[src/rtl/timer_seq_ctrl.sv]
// Period-table sequencer driving an external timer through IDLE/LOAD/RUN slots.
// Optional irq/irq_clr ports are enabled by defining TIMER_SEQ_CTRL_IRQ_EN.
module timer_seq_ctrl #(
  parameter int VAL_W   = 10,
  parameter int N_SLOTS = 4,
  localparam int AW = (N_SLOTS > 1) ? $clog2(N_SLOTS) : 1
) (
  input  logic             clk,
  input  logic             reset_n,
  input  logic             cfg_we,
  input  logic [AW-1:0]    cfg_addr,
  input  logic [VAL_W-1:0] cfg_wdata,
  input  logic [AW-1:0]    last_slot,
  input  logic             periodic,
  input  logic             start,
  input  logic             stop,
  input  logic             tmr_done,
  output logic             tmr_enable,
  output logic             tmr_clear,
  output logic [VAL_W-1:0] tmr_final_value,
  output logic             busy,
  output logic [AW-1:0]    cur_slot,
  output logic             slot_done,
  output logic             seq_done,
  output logic             err
`ifdef TIMER_SEQ_CTRL_IRQ_EN
  ,
  output logic             irq,
  input  logic             irq_clr
`endif
);

  typedef enum logic [1:0] {IDLE, LOAD, RUN} state_t;

  state_t           state, state_n;
  logic [VAL_W-1:0] tbl [N_SLOTS];
  logic [AW-1:0]    last_q, last_n, slot_n;
  logic             per_q, per_n;
  logic             en_n, clr_n, sd_n, qd_n, err_n;
  logic [VAL_W-1:0] fv_n;

  always_ff @(posedge clk or negedge reset_n) begin
    if (!reset_n) begin
      for (int unsigned i = 0; i < unsigned'(N_SLOTS); i++) tbl[i] <= '0;
    end else if (state == IDLE && cfg_we) begin
      tbl[cfg_addr] <= cfg_wdata;
    end
  end

  // Outputs are registered copies of next-cycle values, so each reflects the state it is shown in.
  always_comb begin
    state_n = state;
    slot_n  = cur_slot;
    last_n  = last_q;
    per_n   = per_q;
    en_n    = 1'b0;
    clr_n   = 1'b0;
    fv_n    = tmr_final_value;
    sd_n    = 1'b0;
    qd_n    = 1'b0;
    err_n   = 1'b0;
    case (state)
      IDLE: begin
        if (start && !stop) begin
          state_n = LOAD;
          slot_n  = '0;
          last_n  = last_slot;
          per_n   = periodic;
        end
      end
      LOAD: begin
        if (stop) begin
          state_n = IDLE;
        end else if (tbl[cur_slot] == '0) begin
          state_n = IDLE;
          err_n   = 1'b1;
        end else begin
          state_n = RUN;
          en_n    = 1'b1;
        end
      end
      RUN: begin
        if (stop) begin
          state_n = IDLE;
        end else if (tmr_done) begin
          sd_n = 1'b1;
          if (cur_slot != last_q) begin
            slot_n  = cur_slot + AW'(1);
            state_n = LOAD;
          end else if (per_q) begin
            slot_n  = '0;
            state_n = LOAD;
          end else begin
            qd_n    = 1'b1;
            state_n = IDLE;
          end
        end else begin
          en_n = 1'b1;
        end
      end
      default: state_n = IDLE;
    endcase
    if (state_n == LOAD) begin
      clr_n = 1'b1;
      fv_n  = tbl[slot_n];
    end
  end

  always_ff @(posedge clk or negedge reset_n) begin
    if (!reset_n) begin
      state           <= IDLE;
      cur_slot        <= '0;
      last_q          <= '0;
      per_q           <= 1'b0;
      tmr_enable      <= 1'b0;
      tmr_clear       <= 1'b0;
      tmr_final_value <= '0;
      busy            <= 1'b0;
      slot_done       <= 1'b0;
      seq_done        <= 1'b0;
      err             <= 1'b0;
    end else begin
      state           <= state_n;
      cur_slot        <= slot_n;
      last_q          <= last_n;
      per_q           <= per_n;
      tmr_enable      <= en_n;
      tmr_clear       <= clr_n;
      tmr_final_value <= fv_n;
      busy            <= (state_n != IDLE);
      slot_done       <= sd_n;
      seq_done        <= qd_n;
      err             <= err_n;
    end
  end

`ifdef TIMER_SEQ_CTRL_IRQ_EN
  always_ff @(posedge clk or negedge reset_n) begin
    if (!reset_n)             irq <= 1'b0;
    else if (seq_done || err) irq <= 1'b1;
    else if (irq_clr)         irq <= 1'b0;
  end
`endif

endmodule

[config.mk]
export PLATFORM = sky130hd
export DESIGN_NAME = timer_seq_ctrl
export DESIGN_NICKNAME = d
export VERILOG_FILES = /design/src/rtl/timer_seq_ctrl.sv
export SDC_FILE = /design/constraint.sdc
export NUM_CORES = 1
export LEC_CHECK = 0
export CORE_ASPECT_RATIO = 1.75
export CORE_MARGIN = 3
export CORE_UTILIZATION = 40
export DETAILED_ROUTE_END_ITERATION = 8
export GPL_TIMING_DRIVEN = 0
export PLACE_DENSITY_LB_ADDON = 0.12
export SLEW_MARGIN = 10
export SYNTH_ARGS = -nofsm -noshare
export SYNTH_HDL_FRONTEND = slang
export SYNTH_SLANG_ARGS = --single-unit
[constraint.sdc]
create_clock -name clk -period 3.1 [get_ports clk]
set_clock_uncertainty 0.15 [all_clocks]
set_input_delay 0.465 -clock clk [delete_from_list [all_inputs] [get_ports clk]]
set_output_delay 0.465 -clock clk [all_outputs]
set_load 0.05 [all_outputs]
; ---- Word level (Yosys, flattened, before mapping)
; Cells that the tools add are included.
[word_totals]
regBits = 63
input_bits = 21
out_inout_bits = 18
word_cells = 75
[op_classes]
n_addsub = 1
n_lt_le_gt_ge = 4
n_eq_ne = 4
muxes = 40
bitwise = 3
n_reduce_logical = 8
[op_table]
columns = cell, n
row1 = two-way mux 10 bit, 5
row2 = binary-select mux 10 bit (select 2 bit), 2
row3 = bitwise mux 40 bit, 1
row4 = demux 10 bit (select 2 bit), 1
row5 = two-way mux 2 bit, 10
row6 = two-way mux 1 bit, 18
row7 = logical NOT 10 bit, 1
row8 = greater-or-equal comparator 3 bit (second input constant), 3
row9 = NOT 2 -> 3 bit, 3
row10 = case mux 2 bit (3 select lines), 1
row11 = equality test 2 x 1 -> 1 bit (second input constant), 2
row12 = case mux 2 bit (2 select lines), 1
row13 = logical AND 1 bit, 3
row14 = less-than comparator 3 x 1 -> 1 bit (second input constant), 1
row15 = adder 2 x 1 -> 2 bit (second input constant), 1
row16 = equality test 2 bit (second input constant), 1
row17 = logical NOT 2 bit, 1
row18 = inequality test 2 bit, 1
row19 = case mux 1 bit (2 select lines), 1
row20 = AND reduction 2 bit, 1
row21 = nonzero test 2 bit, 1
row22 = logical NOT 1 bit, 1

; ---- Depth between registers and ports, before layout
; Gate-level depths: netlist of run 1.
[depth]
depth_word = 10
ltp_mapped = 10
ltp_nobuf = 8

; ---- Least setup slack after synthesis of run 1
; Ideal clock, no wire load.
[synth_timing]
path_type = register to register
from = reg cur_slot[0]
to = reg tmr_final_value[1]
setup_time_ps = 125
arrival_time_ps = 2325
required_ps = 2825
path_slack_ps = 499
stages_incl_launch_ff = 9
n_path_buf = 2
synth_period_minus_slack_ps = 2601
path_cell_list = dfrtp_1 buf_4 nor4b_1 nand2_1 o41ai_1 o21ai_1 a221oi_2 buf_6 mux2_4
[synth_via]
elab_chain_cells = 9
word_cells_on_any_way = 24
cone_classes = add/sub (1) / eq/ne (2) / mux (18) / bitwise (2) / reduce/logical (1)
[synth_rtl]
columns = element, line
row1 = from (decl), 22  ; output logic [AW-1:0] cur_slot,
row2 = from (signal assigned), 124  ; cur_slot <= slot_n;
row3 = "adder 2 x 1 -> 2 bit, or another cell as far along", 88  ; slot_n = cur_slot + AW'(1);
row4 = two-way mux 2 bit / binary-select mux 10 bit (select 2 bit) (equally long branches), "87, 74"
row5 = two-way mux 2 bit / two-way mux 10 bit (equally long branches), "85, 74"
row6 = two-way mux 2 bit / two-way mux 10 bit (equally long branches), "83, 74"
row7 = case mux 2 bit (2 select lines) / logical NOT 10 bit (equally long branches), "62, 74"
row8 = NOT 2 -> 3 bit (implied by the code) / two-way mux 2 bit (equally long branches), "105, 74"
row9 = binary-select mux 10 bit (select 2 bit) / two-way mux 2 bit (equally long branches), "105, 72"
row10 = two-way mux 10 bit (implied by the code) / case mux 2 bit (3 select lines) (equally long branches), "105, 62"
row11 = two-way mux 10 bit (implied by the code) / equality test 2 x 1 -> 1 bit (equally long branches), "105, 103"
row12 = to (signal assigned), 129  ; tmr_final_value <= fv_n;
row13 = to (decl), 20  ; output logic [VAL_W-1:0] tmr_final_value,
; Parallel ways exist; a longest one is shown, timed or not. The select of a mux whose other input is x is not followed.
; A chain may end at the register's enable or synchronous reset.

; ---- Final worst setup path of run 1
[layout_timing]
from = reg state[0]
to = reg tmr_final_value[3]
[layout_via]
elab_chain_cells = 6
word_cells_on_any_way = 13
cone_classes = eq/ne (3) / mux (8) / bitwise (1) / reduce/logical (1)
[layout_rtl]
columns = element, line
row1 = from (decl), 35  ; state_t state, state_n;
row2 = from (signal assigned), 123  ; state <= state_n;
row3 = equality test 2 bit / logical NOT 2 bit (equally long branches), 62  ; case (state)
row4 = case mux 2 bit (2 select lines) (*), 62
row5 = net slot_n[0], 37  ; logic [AW-1:0] last_q, last_n, slot_n;
row6 = NOT 2 -> 3 bit (implied by the code) (*), 105  ; fv_n = tbl[slot_n];
row7 = binary-select mux 10 bit (select 2 bit) (*), 105
row8 = two-way mux 10 bit (implied by the code) (*) (2 in a row), 105
; Mark *: on every way through the listed nets, which the timed path passes. The rest lies on a longest branch. The select of a mux whose other input is x is not followed.

==> results.json, run 1 <==
{
  "io_pins": 39,
  "cp_max_fo": 10,
  "setup.worst_path.end_class": "flip-flop",
  "grt.overflow.total": 0,
  "drt-pass1-iter-count": 4,
  "synth_top_family_by_area": "multiplexers",
  "max_freq_mhz": 350,
  "p_leak_nw": 1.60,
  "fin_ws_ps": 246,
  "synth.area.mux_share_pct": 29.0,
  "clock_latency_ps": 320,
  "synthSimpleGateAreaFrac_pct": 7.93,
  "slew_violations": 0,
  "fp.dieArea_um2": 8570,
  "setup_viol": 0,
  "core_area_um2": 7230,
  "root_buffer": "clkbuf_16",
  "period_needed_ps": 2850,
  "num_vias": 1866,
  "synthCells": 206,
  "fin_util_pct": 51.8,
  "synth_compound_area_share_pct": 4.74,
  "synth_ff_type": "dfrtp_1",
  "synth_fa_ha_area_share_pct": 1.68,
  "cts_made_buffers": 9,
  "ff2ff_setup_slack_ps": 250,
  "post_cts_buffers": 0,
  "num_rows": 41,
  "dp_cells": 330,
  "avgSynthCellArea_um2": 14.5,
  "arrival_ps": 2910,
  "powerDensity_nw_per_um2": 1130,
  "hold_viol": 0,
  "synth_commonest_cells": "dfrtp_1, mux2_2, nand2_1",
  "synthTopCellsByArea": "dfrtp_1, mux2_2, mux4_2",
  "track_usage_pct": 16.8,
  "antenna_found_initial": 0,
  "status": "finished, final reports clean",
  "synth_top_area_cell": "dfrtp_1",
  "ant_nets": 0,
  "cts_tree": "yes",
  "cts_max_path_buffers": 2,
  "routed_wl_mm": 6.55,
  "rsz0062_at_grt": "no",
  "tightest_slew_ps": 944,
  "ys_seq_area_share_pct": 52.9,
  "routedWlPerCell_um": 19.0,
  "r2r_cells": 8,
  "pre_cts_slack_ps": 40.2,
  "start_util_pct": 41.2,
  "synth_warnings": 0,
  "fp.dieH_um": 120,
  "start_kind": "flip-flop",
  "nets": 280,
  "regToRegEndpoint": "tmr_final_value[3]$_DFFE_PN0N_",
  "holdBufCountCts": 0,
  "grt_max_degree": 64,
  "fin_crit_sh_pct": 92.1,
  "synth_edf_count": 0,
  "io_buffers": 38,
  "cts_resized": 0,
  "placed_cell_area_um2": 3470,
  "grt_pass1_vias": 2063,
  "synth_top_area_share_pct": 52.9,
  "diodes": 0,
  "area_delta_synth_final_pct": 25.7,
  "synth-xor-area-share_pct": 0.839,
  "path_clk_slew_ps": 50,
  "layoutNonFillerInstCount": 344,
  "ys_seq_elements": 63,
  "synth_area_um2": 2980,
  "post-dp-hpwl_mm": 4.66,
  "ys_types": 40,
  "worstPathRequired_ps": 3160,
  "htreeDepth": 3,
  "viasPerCell": 5.42,
  "maxCapViolCount": 0,
  "gp_congestion": 0.782,
  "die_w_um": 71.3,
  "worstSetupPathType": "reg -> reg",
  "drcViolationCount": 0,
  "synth_nets": 231,
  "design_area_um2": 3750,
  "peakVddDrop_v": 0.000595,
  "yosys.cell_count.top_type": "dfrtp_1",
  "async_flop_share_pct": 100,
  "slew_headroom_pct": 36.7,
  "hp-class": "in -> async",
  "drt_iter0_markers": 76,
  "grt_pass1_wl_mm": 10.6,
  "numClockSinks": 63,
  "drive_above_1_share_pct": 34.9,
  "r2r_start": "state[0]$_DFF_PN0_"
}
-- sequential cells by signal, indices dropped and copies added, names as in the netlist --
| signal | count |
|---|---|
| tmr_enable | 1 |
| busy | 1 |
| err | 1 |
| state | 2 |
| slot_done | 1 |
| per_q | 1 |
| last_q | 2 |
| tbl | 40 |
| cur_slot | 2 |
| seq_done | 1 |
| tmr_final_value | 10 |
| tmr_clear | 1 |
-- through the flow --
step | hold slack [ps] | total power (W) | TNS [ps]
5_1_grt | 130 | 0.00446 | 0
3_5_place_dp | 346 | 0.00330 | 0
4_1_cts | 109 | 0.00428 | 0
3_3_place_gp | 342 | 0.00328 | -45620
2_1_floorplan | 19.4 | 0.00278 | 0
6_report | 63.8 | 0.00423 | 0
-- worst max-delay path by stage --
stage                     cells past startpoint                  start                              to
after global routing                          8     state[0]$_DFF_PN0_  tmr_final_value[3]$_DFFE_PN0N_
after global placement                        1                reset_n  tmr_final_value[8]$_DFFE_PN0N_
after floorplan                               8  cur_slot[0]$_DFF_PN0_  tmr_final_value[1]$_DFFE_PN0N_
after detailed placement                      8                   stop  tmr_final_value[3]$_DFFE_PN0N_
final                                         8     state[0]$_DFF_PN0_  tmr_final_value[3]$_DFFE_PN0N_
after CTS                                     8     state[0]$_DFF_PN0_  tmr_final_value[3]$_DFFE_PN0N_
-- layout make-up --
cell class / count / area, um2
Buffer: 7 / 57.6
Clock buffer: 13 / 250
Clock inverter: 1 / 30.0
Fill cell: 629 / 3480
Inverter: 8 / 30.0
Multi-Input combinational cell: 128 / 1320
Sequential cell: 63 / 1580
Tap cell: 86 / 108
Timing Repair Buffer: 38 / 378
-- cells by family after synthesis --
| logic type | after synthesis |
|---|---|
| flops | 63 |
| compound gates | 18 |
| xor+xnor | 2 |
| simple gates | 40 |
| buf+inv | 15 |
| fa+ha+maj | 4 |
| mux | 64 |
-- where the power goes --
group | leakage [nW] | switching [W] | internal, W
registers | 0.767 | 0.000312 | 0.00122
logic | 0.697 | 0.000829 | 0.000910
clock network | 0.136 | 0.000328 | 0.000635
total | 1.60 | 0.00147 | 0.00276
-- cell usage in the layout, fill, tap and decap left out, types with 2 or more instances in the layout --
cell | Yosys | final
buf_4 | 2 | 3
nor3_1 | 4 | 4
ha_1 | 4 | 4
nor4b_1 | 2 | 2
buf_6 | 3 | 3
mux4_2 | 10 | 10
clkdlybuf4s50_1 | 0 | 37
clkbuf_16 | 0 | 9
nor2_1 | 3 | 3
mux2_4 | 9 | 9
a21oi_1 | 2 | 2
mux2_2 | 44 | 44
nand3_1 | 4 | 4
nand2_1 | 11 | 11
nor4_1 | 6 | 6
dfrtp_1 | 63 | 63
nor2b_1 | 3 | 3
o41ai_1 | 2 | 2
inv_1 | 8 | 8
clkbuf_1 | 1 | 4
o21ai_1 | 3 | 3
a31o_2 | 2 | 2
-- per-layer routing --
metal  part of all wire, %  vias up  track usage, %
li1                      -      863               -
met1                    39      951            18.8
met2                    54       37            28.8
met3                   3.2       15            4.08
met4                   3.1        0            9.06
met5                     0        -               0
-- critical path, cell delays in order (launching register included) --
cell and delay [ps]:
dfrtp_1 410, inv_1 110, ha_1 220, inv_1 130
o41ai_1 440, a22o_1 260, buf_6 210, mux4_2 530
mux2_4 270
Power figures use the tool's default switching activity.
==> inputs of run 2 (changes only) <==
--- a/config.mk
+++ b/config.mk
@@ -6,7 +6,7 @@
 export NUM_CORES = 1
 export LEC_CHECK = 0
 export CORE_ASPECT_RATIO = 1.75
-export CORE_MARGIN = 3
+export CORE_MARGIN = 2
 export CORE_UTILIZATION = 40
 export DETAILED_ROUTE_END_ITERATION = 8
 export GPL_TIMING_DRIVEN = 0
==> results.json, run 2 (synthesis gave the netlist of run 1 again) <==
{
  "tightest_slew_ps": 943,
  "hold_viol": 0,
  "ff2ff_setup_slack_ps": 240,
  "htreeDepth": 3,
  "io_buffers": 38,
  "fp.dieH_um": 118,
  "drt-pass1-iter-count": 4,
  "grt_pass1_wl_mm": 11.1,
  "rsz0062_at_grt": "no",
  "drive_above_1_share_pct": 34.7,
  "cts_max_path_buffers": 2,
  "regMostFlops": "tbl",
  "start_util_pct": 41.2,
  "cp.depth": 8,
  "worstSetupPathType": "reg -> reg",
  "gp_congestion": 0.735,
  "cp_cell_sequence": "inv_1 > ha_1 > inv_1 > o41ai_1 > a22o_1 > buf_6 > mux4_2 > mux2_4",
  "max_freq_mhz": 349,
  "antenna_found_initial": 0,
  "setup.worst_path.end_class": "flip-flop",
  "fp.dieArea_um2": 8190,
  "switchingPower_w": 0.00148,
  "swShare_pct": 35.6,
  "multi_input_area_um2": 1320,
  "crit_top_cell": "inv_1",
  "crit_path_max_incr_delay_ps": 540,
  "path_clk_slew_ps": 50,
  "setup_viol": 0,
  "maxCapViolCount": 0,
  "r2r_cells": 8,
  "clock_latency_ps": 330,
  "met2_usage_pct": 31.4,
  "root_buffer": "clkbuf_16",
  "startpoint": "state[0]$_DFF_PN0_",
  "p_seq_share_pct": 36.7,
  "grt_pass1_vias": 2065,
  "cts_tree": "yes",
  "p_comb_share_pct": 41.9,
  "num_vias": 1884,
  "post_cts_buffers": 0,
  "powerDensity_nw_per_um2": 1120,
  "num_rows": 41,
  "timing.hold.ws_ps": 73.0,
  "hp-class": "in -> async",
  "grt.overflow.total": 0,
  "status": "finished, final reports clean",
  "arrival_ps": 2920,
  "peakVddDrop_v": 0.000491,
  "period_needed_ps": 2860,
  "grt_use_met1_pct": 20.0,
  "crit_path_end": "tmr_final_value[9]$_DFFE_PN0N_",
  "use_met3_pct": 4.60,
  "cts_resized": 0,
  "largest_reg_flops": 40,
  "slew_headroom_pct": 36.8,
  "layout_commonest_cell": "dfrtp_1",
  "cp_top_family": "multiplexers",
  "finalSetupTns_ps": 0,
  "drt_iter0_markers": 53,
  "io_pins": 39,
  "die_w_um": 69.3,
  "layoutNonFillerInstCount": 345,
  "holdBufCountCts": 0,
  "reg_top3": "tbl (40), tmr_final_value (10)",
  "worstPathRequired_ps": 3160,
  "start_kind": "flip-flop",
  "numClockSinks": 63,
  "r2r_start": "state[0]$_DFF_PN0_",
  "internal_power_w": 0.00268,
  "power_frac_clock_pct": 21.4,
  "ant_nets": 0,
  "cp_num_buf_inv": 3,
  "drcViolationCount": 0,
  "core_area_um2": 7230,
  "dp_cells": 330,
  "track_usage_pct": 18.0,
  "viasPerCell": 5.46,
  "slew_violations": 0,
  "routed_wl_mm": 6.60,
  "routedWlPerCell_um": 19.1,
  "fin_crit_sh_pct": 92.3,
  "top_usage_layer": "met2",
  "p_leak_nw": 1.59,
  "regArea_um2": 1580,
  "post-dp-hpwl_mm": 4.61,
  "cts_made_buffers": 9,
  "grt_max_degree": 64,
  "diodes": 0,
  "final_cell_mix": "dfrtp_1, mux2_2, clkdlybuf4s50_1, nand2_1, mux4_2",
  "crit_path_top_delay_cell": "mux4_2",
  "area_delta_synth_final_pct": 25.0,
  "nets": 280,
  "regToRegEndpoint": "tmr_final_value[9]$_DFFE_PN0N_",
  "fill_cells": 617,
  "cp_max_fo": 10
}
==> run 2: cell types whose count changed in the layout (fill, tap and decap cells not counted), sizes merged <==
cell,previous run,this run
clkbuf,14,15
bufinv,1,0
clkinv,0,1
==> run 2: cell type report <==
cell class | instances | area share (%)
Clock inverter | 1 | 0.134
Inverter | 8 | 0.806
Clock buffer | 14 | 6.81
Timing Repair Buffer | 38 | 10.1
Tap cell | 86 | 2.89
Multi-Input combinational cell | 128 | 35.4
Buffer | 7 | 1.54
Sequential cell | 63 | 42.3
==> run 2: worst min-delay path by stage <==
| stage | from | end | depth (start not counted) |
|---|---|---|---|
| CTS | reset_n | tbl[21]$_DFFE_PN0P_ | 1 |
| detailed placement | tmr_final_value[9]$_DFFE_PN0N_ | tmr_final_value[9]$_DFFE_PN0N_ | 1 |
| global placement | tmr_final_value[8]$_DFFE_PN0N_ | tmr_final_value[8]$_DFFE_PN0N_ | 1 |
| finish | reset_n | last_q[0]$_DFFE_PN0P_ | 1 |
| floorplan | reset_n | busy$_DFF_PN0_ | 0 |
| global route | reset_n | last_q[1]$_DFFE_PN0P_ | 1 |
==> run 2: layer usage <==
layer	wire length, um	share of wire (%)
met3	204	3.1
met4	167	2.5
met2	3620	55
met1	2610	40
met5	0	0
==> run 2: per-stage QoR <==
stage / util, % / total power [W] / instance area, um2 / setup WS, ps
global placement: 48.0 / 0.00328 / 3470 / -727
finish: 51.5 / 0.00417 / 3730 / 238
detailed placement: 48.0 / 0.00330 / 3470 / 16.3
global route: 51.5 / 0.00442 / 3730 / 65.5
CTS: 51.5 / 0.00422 / 3730 / 236
floorplan: - / 0.00278 / 2980 / 499
==> run 2: power by group through the flow <==
stage / Clock [W] / Sequential [W] / Combinational, W
finish: 0.000890 / 0.00153 / 0.00175
global route: 0.000951 / 0.00159 / 0.00188
CTS: 0.000915 / 0.00153 / 0.00177
detailed placement: 0 / 0.00154 / 0.00177
global placement: 0 / 0.00153 / 0.00175
floorplan: 0 / 0.00174 / 0.00104
==> inputs of run 3 (changes only) <==
--- a/config.mk
+++ b/config.mk
@@ -7,7 +7,7 @@
 export LEC_CHECK = 0
 export CORE_ASPECT_RATIO = 1.75
 export CORE_MARGIN = 2
-export CORE_UTILIZATION = 40
+export CORE_UTILIZATION = 55
 export DETAILED_ROUTE_END_ITERATION = 8
 export GPL_TIMING_DRIVEN = 0
 export PLACE_DENSITY_LB_ADDON = 0.12
==> results.json, run 3 (synthesis gave the netlist of run 1 again) <==
{
  "peakVddDrop_v": 0.000609,
  "routed_wl_mm": 6.22,
  "grt_pass1_vias": 2120,
  "p_leak_nw": 1.56,
  "post_cts_buffers": 0,
  "fp.dieH_um": 101,
  "reg_top3": "tbl (40), tmr_final_value (10)",
  "grt_pass1_wl_mm": 10.3,
  "fin_crit_sh_pct": 91.3,
  "worstSetupPathType": "reg -> reg",
  "p_comb_share_pct": 43.9,
  "start_util_pct": 56.8,
  "final_cell_mix": "dfrtp_1, mux2_2, clkdlybuf4s50_1, nand2_1",
  "largest_reg_flops": 40,
  "cts_tree": "yes",
  "start_kind": "flip-flop",
  "io_pins": 39,
  "grt_max_degree": 64,
  "routedWlPerCell_um": 19.8,
  "setup_viol": 0,
  "htreeDepth": 3,
  "post-dp-hpwl_mm": 4.48,
  "diodes": 0,
  "gp_congestion": 0.786,
  "holdBufCountCts": 0,
  "fin_util_pct": 69.0,
  "drt-pass1-iter-count": 4,
  "pre_cts_slack_ps": 64.6,
  "grt.overflow.total": 0,
  "regMostFlops": "tbl",
  "track_usage_pct": 23.7,
  "cts_resized": 0,
  "antenna_found_initial": 0,
  "cp_max_fo": 10,
  "root_buffer": "clkbuf_8",
  "dp_cells": 299,
  "hold_viol": 0,
  "path_clk_slew_ps": 70,
  "powerDensity_nw_per_um2": 1100,
  "die_w_um": 59.7,
  "io_buffers": 38,
  "fin_ws_ps": 268,
  "num_vias": 1896,
  "switchingPower_w": 0.00146,
  "max_freq_mhz": 353,
  "numClockSinks": 63,
  "viasPerCell": 6.02,
  "area_delta_synth_final_pct": 21.6,
  "arrival_ps": 2900,
  "fp.dieArea_um2": 6050,
  "num_rows": 35,
  "clock_latency_ps": 340,
  "swShare_pct": 36.7,
  "drcViolationCount": 0,
  "nets": 280,
  "drive_above_1_share_pct": 36.2,
  "cts_made_buffers": 9,
  "period_needed_ps": 2830,
  "layout_commonest_cell": "dfrtp_1",
  "cts_max_path_buffers": 2,
  "slew_violations": 0,
  "power_frac_clock_pct": 17.7,
  "maxCapViolCount": 0,
  "timing.hold.ws_ps": 37.6,
  "layoutNonFillerInstCount": 315,
  "slew_headroom_pct": 36.6,
  "p_seq_share_pct": 38.3,
  "drt_iter0_markers": 132,
  "core_area_um2": 5260,
  "rsz0062_at_grt": "no",
  "setup.worst_path.end_class": "flip-flop",
  "power_w": 0.00398,
  "status": "finished, final reports clean",
  "tightest_slew_ps": 946,
  "worstPathRequired_ps": 3170,
  "ant_nets": 0,
  "internal_power_w": 0.00252,
  "hp-class": "in -> async"
}
-- run 3: area by class of cell --
cell class | instances | area (um2)
Buffer | 7 | 57.6
Multi-Input combinational cell | 128 | 1320
Sequential cell | 63 | 1580
Fill cell | 401 | 1630
Timing Repair Buffer | 38 | 378
Inverter | 8 | 30.0
Clock buffer | 11 | 141
Clock inverter | 5 | 57.6
Tap cell | 55 | 68.8
-- run 3: worst max-delay path, cell delays in order, from the launching register on --
cell and delay (ps):
dfrtp_1 410, inv_1 110, ha_1 230, inv_1 140, o41ai_1 400, a22o_1 260, buf_6 210, mux4_2 530
mux2_4 270
-- run 3: through the flow --
step                setup TNS (ps)  instance area [um2]
finish                           0                 3630
global route                     0                 3630
CTS                              0                 3630
detailed placement               0                 3430
global placement            -36670                 3430
floorplan                        0                 2980
-- run 3: power groups by stage --
stage | registers [W] | clock network, W | logic [W]
after global routing | 0.00157 | 0.000764 | 0.00187
after detailed placement | 0.00154 | 0 | 0.00176
after floorplan | 0.00174 | 0 | 0.00104
after global placement | 0.00152 | 0 | 0.00173
final | 0.00153 | 0.000706 | 0.00175
after CTS | 0.00152 | 0.000715 | 0.00177
-- run 3: worst paths after layout --
path,from,end,slack [ps],cells past startpoint
setup / recovery,state[0]$_DFF_PN0_,tmr_final_value[5]$_DFFE_PN0N_,270,8
hold / removal,reset_n,tmr_final_value[1]$_DFFE_PN0N_,40,1
setup reg to reg,state[0]$_DFF_PN0_,tmr_final_value[5]$_DFFE_PN0N_,270,8
hold reg to reg,tmr_final_value[8]$_DFFE_PN0N_,tmr_final_value[8]$_DFFE_PN0N_,360,1
max in group asynchronous,reset_n,tbl[27]$_DFFE_PN0P_,2220,1
min in group clk,tmr_final_value[8]$_DFFE_PN0N_,tmr_final_value[8]$_DFFE_PN0N_,360,1
-- run 3: metal layers --
layer | global-route usage [%] | wire length, um
met5 | 0 | 0
met4 | 12.3 | 199
met3 | 3.70 | 177
met2 | 42.1 | 3550
met1 | 26.3 | 2290
